### config.mk
export PLATFORM = sky130hd
export DESIGN_NAME = tnn_feature_loader_flat
export DESIGN_NICKNAME = d
export VERILOG_FILES = /design/src/rtl/tnn_pkg.sv /design/src/rtl/tnn_feature_loader_if.sv /design/src/rtl/tnn_quant2.sv /design/src/rtl/tnn_feature_loader.sv /design/src/flat_wrapper.sv
export SDC_FILE = /design/constraint.sdc
export NUM_CORES = 1
export LEC_CHECK = 0
export CAP_MARGIN = 20
export CORE_ASPECT_RATIO = 2
export CORE_UTILIZATION = 50
export DETAILED_ROUTE_END_ITERATION = 12
export PLACE_DENSITY = 0.68
export SYNTH_ARGS = -nofsm -noshare
export SYNTH_HDL_FRONTEND = slang
export SYNTH_SLANG_ARGS = --single-unit
### constraint.sdc
create_clock -name clk -period 9.05 [get_ports clk]
set_input_delay 1.81 -clock clk [delete_from_list [all_inputs] [get_ports clk]]
set_output_delay 1.81 -clock clk [all_outputs]
set_load 0.02 [all_outputs]
### src/rtl/tnn_pkg.sv
// Shared constants, FSM encoding and threshold reset defaults for the TNN feature loader.
package tnn_pkg;

    localparam int N_FEAT       = 7;
    localparam int Q_W          = 2;
    localparam int RAW_W        = 8;
    localparam int THR_PER_FEAT = 3;
    localparam int N_THR        = N_FEAT * THR_PER_FEAT;
    localparam int VEC_W        = N_FEAT * Q_W;
    localparam int IDX_W        = 3;
    localparam int THR_AW       = 5;
    localparam int ERR_W        = 8;

    typedef enum logic [1:0] {
        COLLECT = 2'd0,
        HOLD    = 2'd1,
        DROP    = 2'd2
    } state_t;

    function automatic logic [RAW_W-1:0] thr_default(input int lvl);
        case (lvl)
            0:       thr_default = 8'h40;
            1:       thr_default = 8'h80;
            default: thr_default = 8'hC0;
        endcase
    endfunction

endpackage

### src/rtl/tnn_feature_loader_if.sv
// Raw-beat stream, threshold write port and quantized-vector stream of the feature loader.
interface tnn_feature_loader_if;

    logic                              s_valid;
    logic                              s_ready;
    logic [tnn_pkg::RAW_W-1:0]         s_data;
    logic                              s_last;
    logic                              thr_we;
    logic [tnn_pkg::THR_AW-1:0]        thr_addr;
    logic [tnn_pkg::RAW_W-1:0]         thr_wdata;
    logic                              m_valid;
    logic                              m_ready;
    logic [tnn_pkg::VEC_W-1:0]         m_vec;
    logic                              frm_err;
    logic [tnn_pkg::ERR_W-1:0]         err_cnt;

    modport master (
        output s_valid, s_data, s_last, thr_we, thr_addr, thr_wdata, m_ready,
        input  s_ready, m_valid, m_vec, frm_err, err_cnt
    );

    modport slave (
        input  s_valid, s_data, s_last, thr_we, thr_addr, thr_wdata, m_ready,
        output s_ready, m_valid, m_vec, frm_err, err_cnt
    );

endinterface

### src/rtl/tnn_quant2.sv
// Combinational 2-bit quantizer: counts how many of three thresholds the raw value reaches.
module tnn_quant2
    import tnn_pkg::*;
(
    input  logic [RAW_W-1:0] raw,
    input  logic [RAW_W-1:0] thr0,
    input  logic [RAW_W-1:0] thr1,
    input  logic [RAW_W-1:0] thr2,
    output logic [Q_W-1:0]   q
);

    logic [Q_W-1:0] ge0, ge1, ge2;

    // A count rather than a priority encode, so unordered thresholds still saturate at 3.
    assign ge0 = {1'b0, raw >= thr0};
    assign ge1 = {1'b0, raw >= thr1};
    assign ge2 = {1'b0, raw >= thr2};
    assign q   = ge0 + ge1 + ge2;

endmodule

### src/rtl/tnn_feature_loader.sv
// Quantizes 7 raw beats into a 14-bit vector; m_valid rises the cycle after the last beat.
// s_ready drops only in HOLD, when both the assembly and output registers are full.
module tnn_feature_loader
    import tnn_pkg::*;
(
    input  logic            clk,
    input  logic            rst_n,
    tnn_feature_loader_if.slave bus
);

    state_t               state, state_nxt;
    logic [IDX_W-1:0]     idx;
    logic [RAW_W-1:0]     thr [N_THR];
    logic [VEC_W-1:0]     asm_vec;
    logic [VEC_W-1:0]     out_vec;
    logic                 out_vld;
    logic                 frm_err_q;
    logic [ERR_W-1:0]     err_cnt_q;

    logic                 beat;
    logic                 last_idx;
    logic                 out_free;
    logic [THR_AW-1:0]    thr_base;
    logic [Q_W-1:0]       q;

    logic                 s_ready_c;
    logic                 asm_wr;
    logic                 out_ld_beat;
    logic                 out_ld_hold;
    logic                 err_evt;
    logic                 idx_clr;
    logic                 idx_inc;

    assign beat     = bus.s_valid && s_ready_c;
    assign last_idx = (idx == IDX_W'(N_FEAT - 1));
    assign out_free = !out_vld || bus.m_ready;
    assign thr_base = {2'b00, idx} * 5'd3;

    tnn_quant2 u_quant (
        .raw  (bus.s_data),
        .thr0 (thr[thr_base]),
        .thr1 (thr[thr_base + 5'd1]),
        .thr2 (thr[thr_base + 5'd2]),
        .q    (q)
    );

    always_ff @(posedge clk or negedge rst_n) begin
        if (!rst_n) state <= COLLECT;
        else        state <= state_nxt;
    end

    always_comb begin
        state_nxt = state;
        case (state)
            COLLECT: begin
                if (beat && last_idx) begin
                    if (!bus.s_last)    state_nxt = DROP;
                    else if (!out_free) state_nxt = HOLD;
                end
            end
            HOLD:    if (bus.m_ready)          state_nxt = COLLECT;
            DROP:    if (beat && bus.s_last)   state_nxt = COLLECT;
            default:                           state_nxt = COLLECT;
        endcase
    end

    always_comb begin
        s_ready_c   = 1'b1;
        asm_wr      = 1'b0;
        out_ld_beat = 1'b0;
        out_ld_hold = 1'b0;
        err_evt     = 1'b0;
        idx_clr     = 1'b0;
        idx_inc     = 1'b0;
        case (state)
            COLLECT: begin
                if (beat) begin
                    if (!last_idx) begin
                        if (bus.s_last) begin
                            err_evt = 1'b1;
                            idx_clr = 1'b1;
                        end else begin
                            asm_wr  = 1'b1;
                            idx_inc = 1'b1;
                        end
                    end else if (!bus.s_last) begin
                        err_evt = 1'b1;
                        idx_clr = 1'b1;
                    end else if (out_free) begin
                        out_ld_beat = 1'b1;
                        idx_clr     = 1'b1;
                    end else begin
                        // Park the final feature; the whole vector moves out from HOLD.
                        asm_wr = 1'b1;
                    end
                end
            end
            HOLD: begin
                s_ready_c = 1'b0;
                if (bus.m_ready) begin
                    out_ld_hold = 1'b1;
                    idx_clr     = 1'b1;
                end
            end
            DROP: begin
                if (beat && bus.s_last) idx_clr = 1'b1;
            end
            default: begin
                idx_clr = 1'b1;
            end
        endcase
    end

    always_ff @(posedge clk or negedge rst_n) begin
        if (!rst_n) begin
            idx     <= '0;
            asm_vec <= '0;
        end else begin
            if (idx_clr)      idx <= '0;
            else if (idx_inc) idx <= idx + IDX_W'(1);
            if (asm_wr)       asm_vec[{idx, 1'b0} +: Q_W] <= q;
        end
    end

    always_ff @(posedge clk or negedge rst_n) begin
        if (!rst_n) begin
            out_vec <= '0;
            out_vld <= 1'b0;
        end else if (out_ld_beat) begin
            out_vec <= {q, asm_vec[VEC_W-Q_W-1:0]};
            out_vld <= 1'b1;
        end else if (out_ld_hold) begin
            out_vec <= asm_vec;
            out_vld <= 1'b1;
        end else if (bus.m_ready) begin
            out_vld <= 1'b0;
        end
    end

    always_ff @(posedge clk or negedge rst_n) begin
        if (!rst_n) begin
            frm_err_q <= 1'b0;
            err_cnt_q <= '0;
        end else begin
            frm_err_q <= err_evt;
            if (err_evt && (err_cnt_q != {ERR_W{1'b1}})) err_cnt_q <= err_cnt_q + ERR_W'(1);
        end
    end

    // The quantizer reads the registered file, so a write coinciding with a beat lands afterwards.
    always_ff @(posedge clk or negedge rst_n) begin
        if (!rst_n) begin
            for (int a = 0; a < N_THR; a++) thr[a] <= thr_default(a % THR_PER_FEAT);
        end else if (bus.thr_we && (bus.thr_addr < THR_AW'(N_THR))) begin
            thr[bus.thr_addr] <= bus.thr_wdata;
        end
    end

    assign bus.s_ready = s_ready_c;
    assign bus.m_valid = out_vld;
    assign bus.m_vec   = out_vec;
    assign bus.frm_err = frm_err_q;
    assign bus.err_cnt = err_cnt_q;

endmodule
### src/flat_wrapper.sv
// flat-port wrapper written by rule: the top's interface ports become plain ports
module tnn_feature_loader_flat import tnn_pkg::*;
  (clk, rst_n, bus_s_valid, bus_s_data, bus_s_last, bus_thr_we, bus_thr_addr, bus_thr_wdata, bus_m_ready, bus_s_ready, bus_m_valid, bus_m_vec, bus_frm_err, bus_err_cnt);
  tnn_feature_loader_if bus_i ();
  input  logic clk;
  input  logic rst_n;
  input wire logic [$bits(bus_i.s_valid)-1:0] bus_s_valid;
  input wire logic [$bits(bus_i.s_data)-1:0] bus_s_data;
  input wire logic [$bits(bus_i.s_last)-1:0] bus_s_last;
  input wire logic [$bits(bus_i.thr_we)-1:0] bus_thr_we;
  input wire logic [$bits(bus_i.thr_addr)-1:0] bus_thr_addr;
  input wire logic [$bits(bus_i.thr_wdata)-1:0] bus_thr_wdata;
  input wire logic [$bits(bus_i.m_ready)-1:0] bus_m_ready;
  output wire logic [$bits(bus_i.s_ready)-1:0] bus_s_ready;
  output wire logic [$bits(bus_i.m_valid)-1:0] bus_m_valid;
  output wire logic [$bits(bus_i.m_vec)-1:0] bus_m_vec;
  output wire logic [$bits(bus_i.frm_err)-1:0] bus_frm_err;
  output wire logic [$bits(bus_i.err_cnt)-1:0] bus_err_cnt;
  assign bus_i.s_valid = bus_s_valid;
  assign bus_i.s_data = bus_s_data;
  assign bus_i.s_last = bus_s_last;
  assign bus_i.thr_we = bus_thr_we;
  assign bus_i.thr_addr = bus_thr_addr;
  assign bus_i.thr_wdata = bus_thr_wdata;
  assign bus_i.m_ready = bus_m_ready;
  assign bus_s_ready = bus_i.s_ready;
  assign bus_m_valid = bus_i.m_valid;
  assign bus_m_vec = bus_i.m_vec;
  assign bus_frm_err = bus_i.frm_err;
  assign bus_err_cnt = bus_i.err_cnt;
  tnn_feature_loader u_core (.clk(clk), .rst_n(rst_n), .bus(bus_i));
endmodule
==> impl_metrics.json <==
{
  "syn_to_final_growth_pct": 11.1,
  "drtIter0Drc": 550,
  "grt_max_degree": 79,
  "ctsHoldBuffers": 0,
  "firstDrtPassIters": 5,
  "die_h_um": 232,
  "antenna_found_initial": 0,
  "synth_edf_count": 0,
  "min_delay_path_depth": 1,
  "rrSetupSlack_ns": 2.42,
  "most-common-layout-cells": "mux2_2 (187), dfrtp_1 (182), mux2i_1 (104)",
  "pwr-share-comb": 0.521,
  "p_switching_w": 0.00189,
  "synth.avg_cell_area_sq_um": 12.4,
  "avgRoutedWirePerCell_um": 25.9,
  "n_antenna_cell": 0,
  "min_from": "u_core.bus.err_cnt[7]$_DFFE_PN0P_",
  "regToRegEndpoint": "u_core.asm_vec[12]$_DFFE_PN0P_",
  "yosysSeqAreaShare": 0.403,
  "cts_tree": "done",
  "gr-usage-all-layers": 0.288,
  "numCtsBuffers": 20,
  "clock.fmax_mhz": 151,
  "end_kind": "flop",
  "worst_pin_slew_ns": 1.12,
  "cts_resized": 0,
  "power_frac_seq": 0.289,
  "power.leakage_nw": 6.17,
  "fin_crit_sh": 0.733,
  "grt_pass1_wl_mm": 56.7,
  "synth_cell_type_count": 53,
  "worst_ep_arrival_time_ns": 7.07,
  "ys.warnings.count": 0,
  "status": "completed",
  "hpwl_mm": 26.5,
  "core-area_sq_um": 25800,
  "fin_cells": 1429,
  "wl_mm": 37.1,
  "p_clk_frac": 0.189,
  "hold_path.class": "reg2reg",
  "initial_core_util": 0.511,
  "syn_nets": 1123,
  "crit_type": "reg2reg",
  "ioPinCount": 52,
  "clock_skew_ns": 0.0221,
  "grt_pass1_vias": 9640,
  "holdPathEnd": "u_core.bus.err_cnt[7]$_DFFE_PN0P_",
  "synthFlopType": "dfrtp_1",
  "setup_tns_ns": 0,
  "die_w_um": 117,
  "finalCriticalPeriod_ns": 6.63,
  "powerDensity_nw_per_um2": 327,
  "gp_congestion": 0.959,
  "hold_viol": 0,
  "clkTransAtPathRegs_ns": 0.07,
  "grt_overflow": 0,
  "clk_latency_ns": 0.53,
  "maxCapViolCount": 0,
  "rr_worst_depth": 18,
  "cts_max_level": 1,
  "async_flop_share": 1.00,
  "die_area_sq_um": 27000,
  "portBuffers": 51,
  "finalMaxSlewViolations": 0,
  "drive_gt1_frac": 0.334,
  "max_slew_margin": 0.252,
  "setup_viol": 0,
  "switching_share": 0.395,
  "critPathMaxFanout": 33,
  "reg2reg_from": "u_core.idx[0]$_DFFE_PN0P_",
  "synth_area_sq_um": 13200,
  "cts_sinks": 211,
  "via_per_inst": 6.49,
  "clockBufferDepth": 3,
  "post_cts_buffers": 0,
  "worstPathRequired_ns": 9.48,
  "internal_power_w": 0.00290,
  "placed_cells_incl_taps": 1394,
  "drc": 0,
  "vdd_drop_max_mv": 0.272,
  "rsz0062_at_grt": "false",
  "vias": 9270,
  "ys_ff_latch": 211,
  "rows": 83,
  "synth_cells": 1059,
  "startpoint_type": "flop",
  "nNetsFinal": 1140,
  "root_buffer": "clkbuf_16",
  "antenna_left": 0,
  "layout_commonest_cell": "mux2_2"
}
[flip-flops by register name (all words and copies together) (netlist names)]
name and cells:
u_core.bus.m_valid 1, u_core.state 2, u_core.idx 3, u_core.thr 168, u_core.bus.frm_err 1, u_core.asm_vec 14, u_core.bus.m_vec 14, u_core.bus.err_cnt 8
[synthesized netlist by cell type (3+ instances only)]
master / instances / area share
mux2_2: 187 / 0.16
dfrtp_1: 183 / 0.35
mux2i_1: 104 / 0.079
nand2_1: 94 / 0.027
mux4_2: 85 / 0.15
a21oi_1: 42 / 0.016
clkbuf_1: 35 / 0.010
ha_1: 35 / 0.033
nor2_1: 29 / 0.0083
dfstp_2: 28 / 0.056
buf_2: 26 / 0.0099
inv_1: 24 / 0.0068
nor3_1: 22 / 0.0084
nand3_1: 15 / 0.0057
a31oi_1: 14 / 0.0066
xnor2_1: 10 / 0.0066
a21o_1: 9 / 0.0051
buf_4: 9 / 0.0051
nand2b_1: 9 / 0.0043
o22ai_1: 9 / 0.0043
o21ai_0: 8 / 0.0030
a22oi_1: 7 / 0.0040
a32oi_1: 7 / 0.0047
o22a_1: 7 / 0.0047
a211oi_1: 6 / 0.0034
nor2b_1: 6 / 0.0028
xor2_1: 6 / 0.0040
and2_1: 3 / 0.0014
buf_1: 3 / 0.00085
nand4_1: 3 / 0.0014
nor3b_1: 3 / 0.0017
[final cells by class]
class	instances	area, sq um
clock buffer	25	561
clock inverter	10	131
fill	2183	11100
inverter	25	93.8
multi-input combinational	749	7450
sequential	211	5320
tap	340	425
timing repair buffer	69	649
[worst max-delay path, stage by stage, from the launching register on]
cell and delay [ns]:
dfrtp_4 0.74, ha_1 0.28, inv_1 0.06, fa_1 0.48, buf_4 0.41, clkinv_1 0.46, ha_2 1.07, mux4_2 0.60
mux2i_1 0.16, o22a_1 0.16, o21ai_0 0.14, ha_1 0.34, nand2b_1 0.16, a21o_1 0.18, a21oi_1 0.13, o21ai_0 0.10
a31oi_1 0.25, fa_1 0.58, mux2i_1 0.20
[layer usage]
layer | wire [um] | share of wire | global-route usage
met1 | 12400 | 0.33 | 0.301
met2 | 19800 | 0.53 | 0.513
met3 | 1730 | 0.047 | 0.0358
met4 | 3150 | 0.085 | 0.216
met5 | 0 | 0 | 0
[metrics by stage]
step / util / power, W / cell area (sq um) / hold slack (ns) / worst slack, ns
3_5_place_dp: 0.541 / 0.00387 / 13900 / 0.492 / 2.50
6_report: 0.568 / 0.00478 / 14600 / 0.501 / 2.42
3_3_place_gp: 0.541 / 0.00382 / 13900 / 0.484 / 2.54
5_1_grt: 0.568 / 0.00504 / 14600 / 0.523 / 2.02
4_1_cts: 0.568 / 0.00478 / 14600 / 0.503 / 2.44
2_1_floorplan: - / 0.00322 / 13200 / 0.477 / 4.16
[power groups by stage]
stage | combinational [W] | sequential, W | clock [W]
2_1_floorplan | 0.00190 | 0.00132 | 0
6_report | 0.00249 | 0.00138 | 0.000905
3_5_place_dp | 0.00247 | 0.00139 | 0
5_1_grt | 0.00268 | 0.00141 | 0.000954
3_3_place_gp | 0.00244 | 0.00138 | 0
4_1_cts | 0.00248 | 0.00138 | 0.000922
[kinds of logic after synthesis]
logic type               Yosys count  synth area share
adder cells (fa/ha/maj)           37            0.0363
flip-flops                       211             0.403
AO/OA/AOI/OAI                    119            0.0580
buffers and inverters             99            0.0338
XOR/XNOR                          18            0.0131
AND/OR/NAND/NOR                  199            0.0710
multiplexers                     376             0.384
[how the worst max path moves through the flow]
stage,depth (start not counted),to,from,slack [ns]
after floorplan,20,u_core.bus.m_vec[12]$_DFFE_PN0P_,u_core.idx[2]$_DFFE_PN0P_,4.16
after global placement,18,u_core.bus.m_vec[12]$_DFFE_PN0P_,u_core.idx[0]$_DFFE_PN0P_,2.54
after global routing,18,u_core.bus.m_vec[12]$_DFFE_PN0P_,u_core.idx[0]$_DFFE_PN0P_,2.02
final,18,u_core.asm_vec[12]$_DFFE_PN0P_,u_core.idx[0]$_DFFE_PN0P_,2.42
after CTS,18,u_core.asm_vec[12]$_DFFE_PN0P_,u_core.idx[0]$_DFFE_PN0P_,2.44
after detailed placement,18,u_core.asm_vec[12]$_DFFE_PN0P_,u_core.idx[0]$_DFFE_PN0P_,2.50
Note: power is estimated with default switching activity, not from simulation.
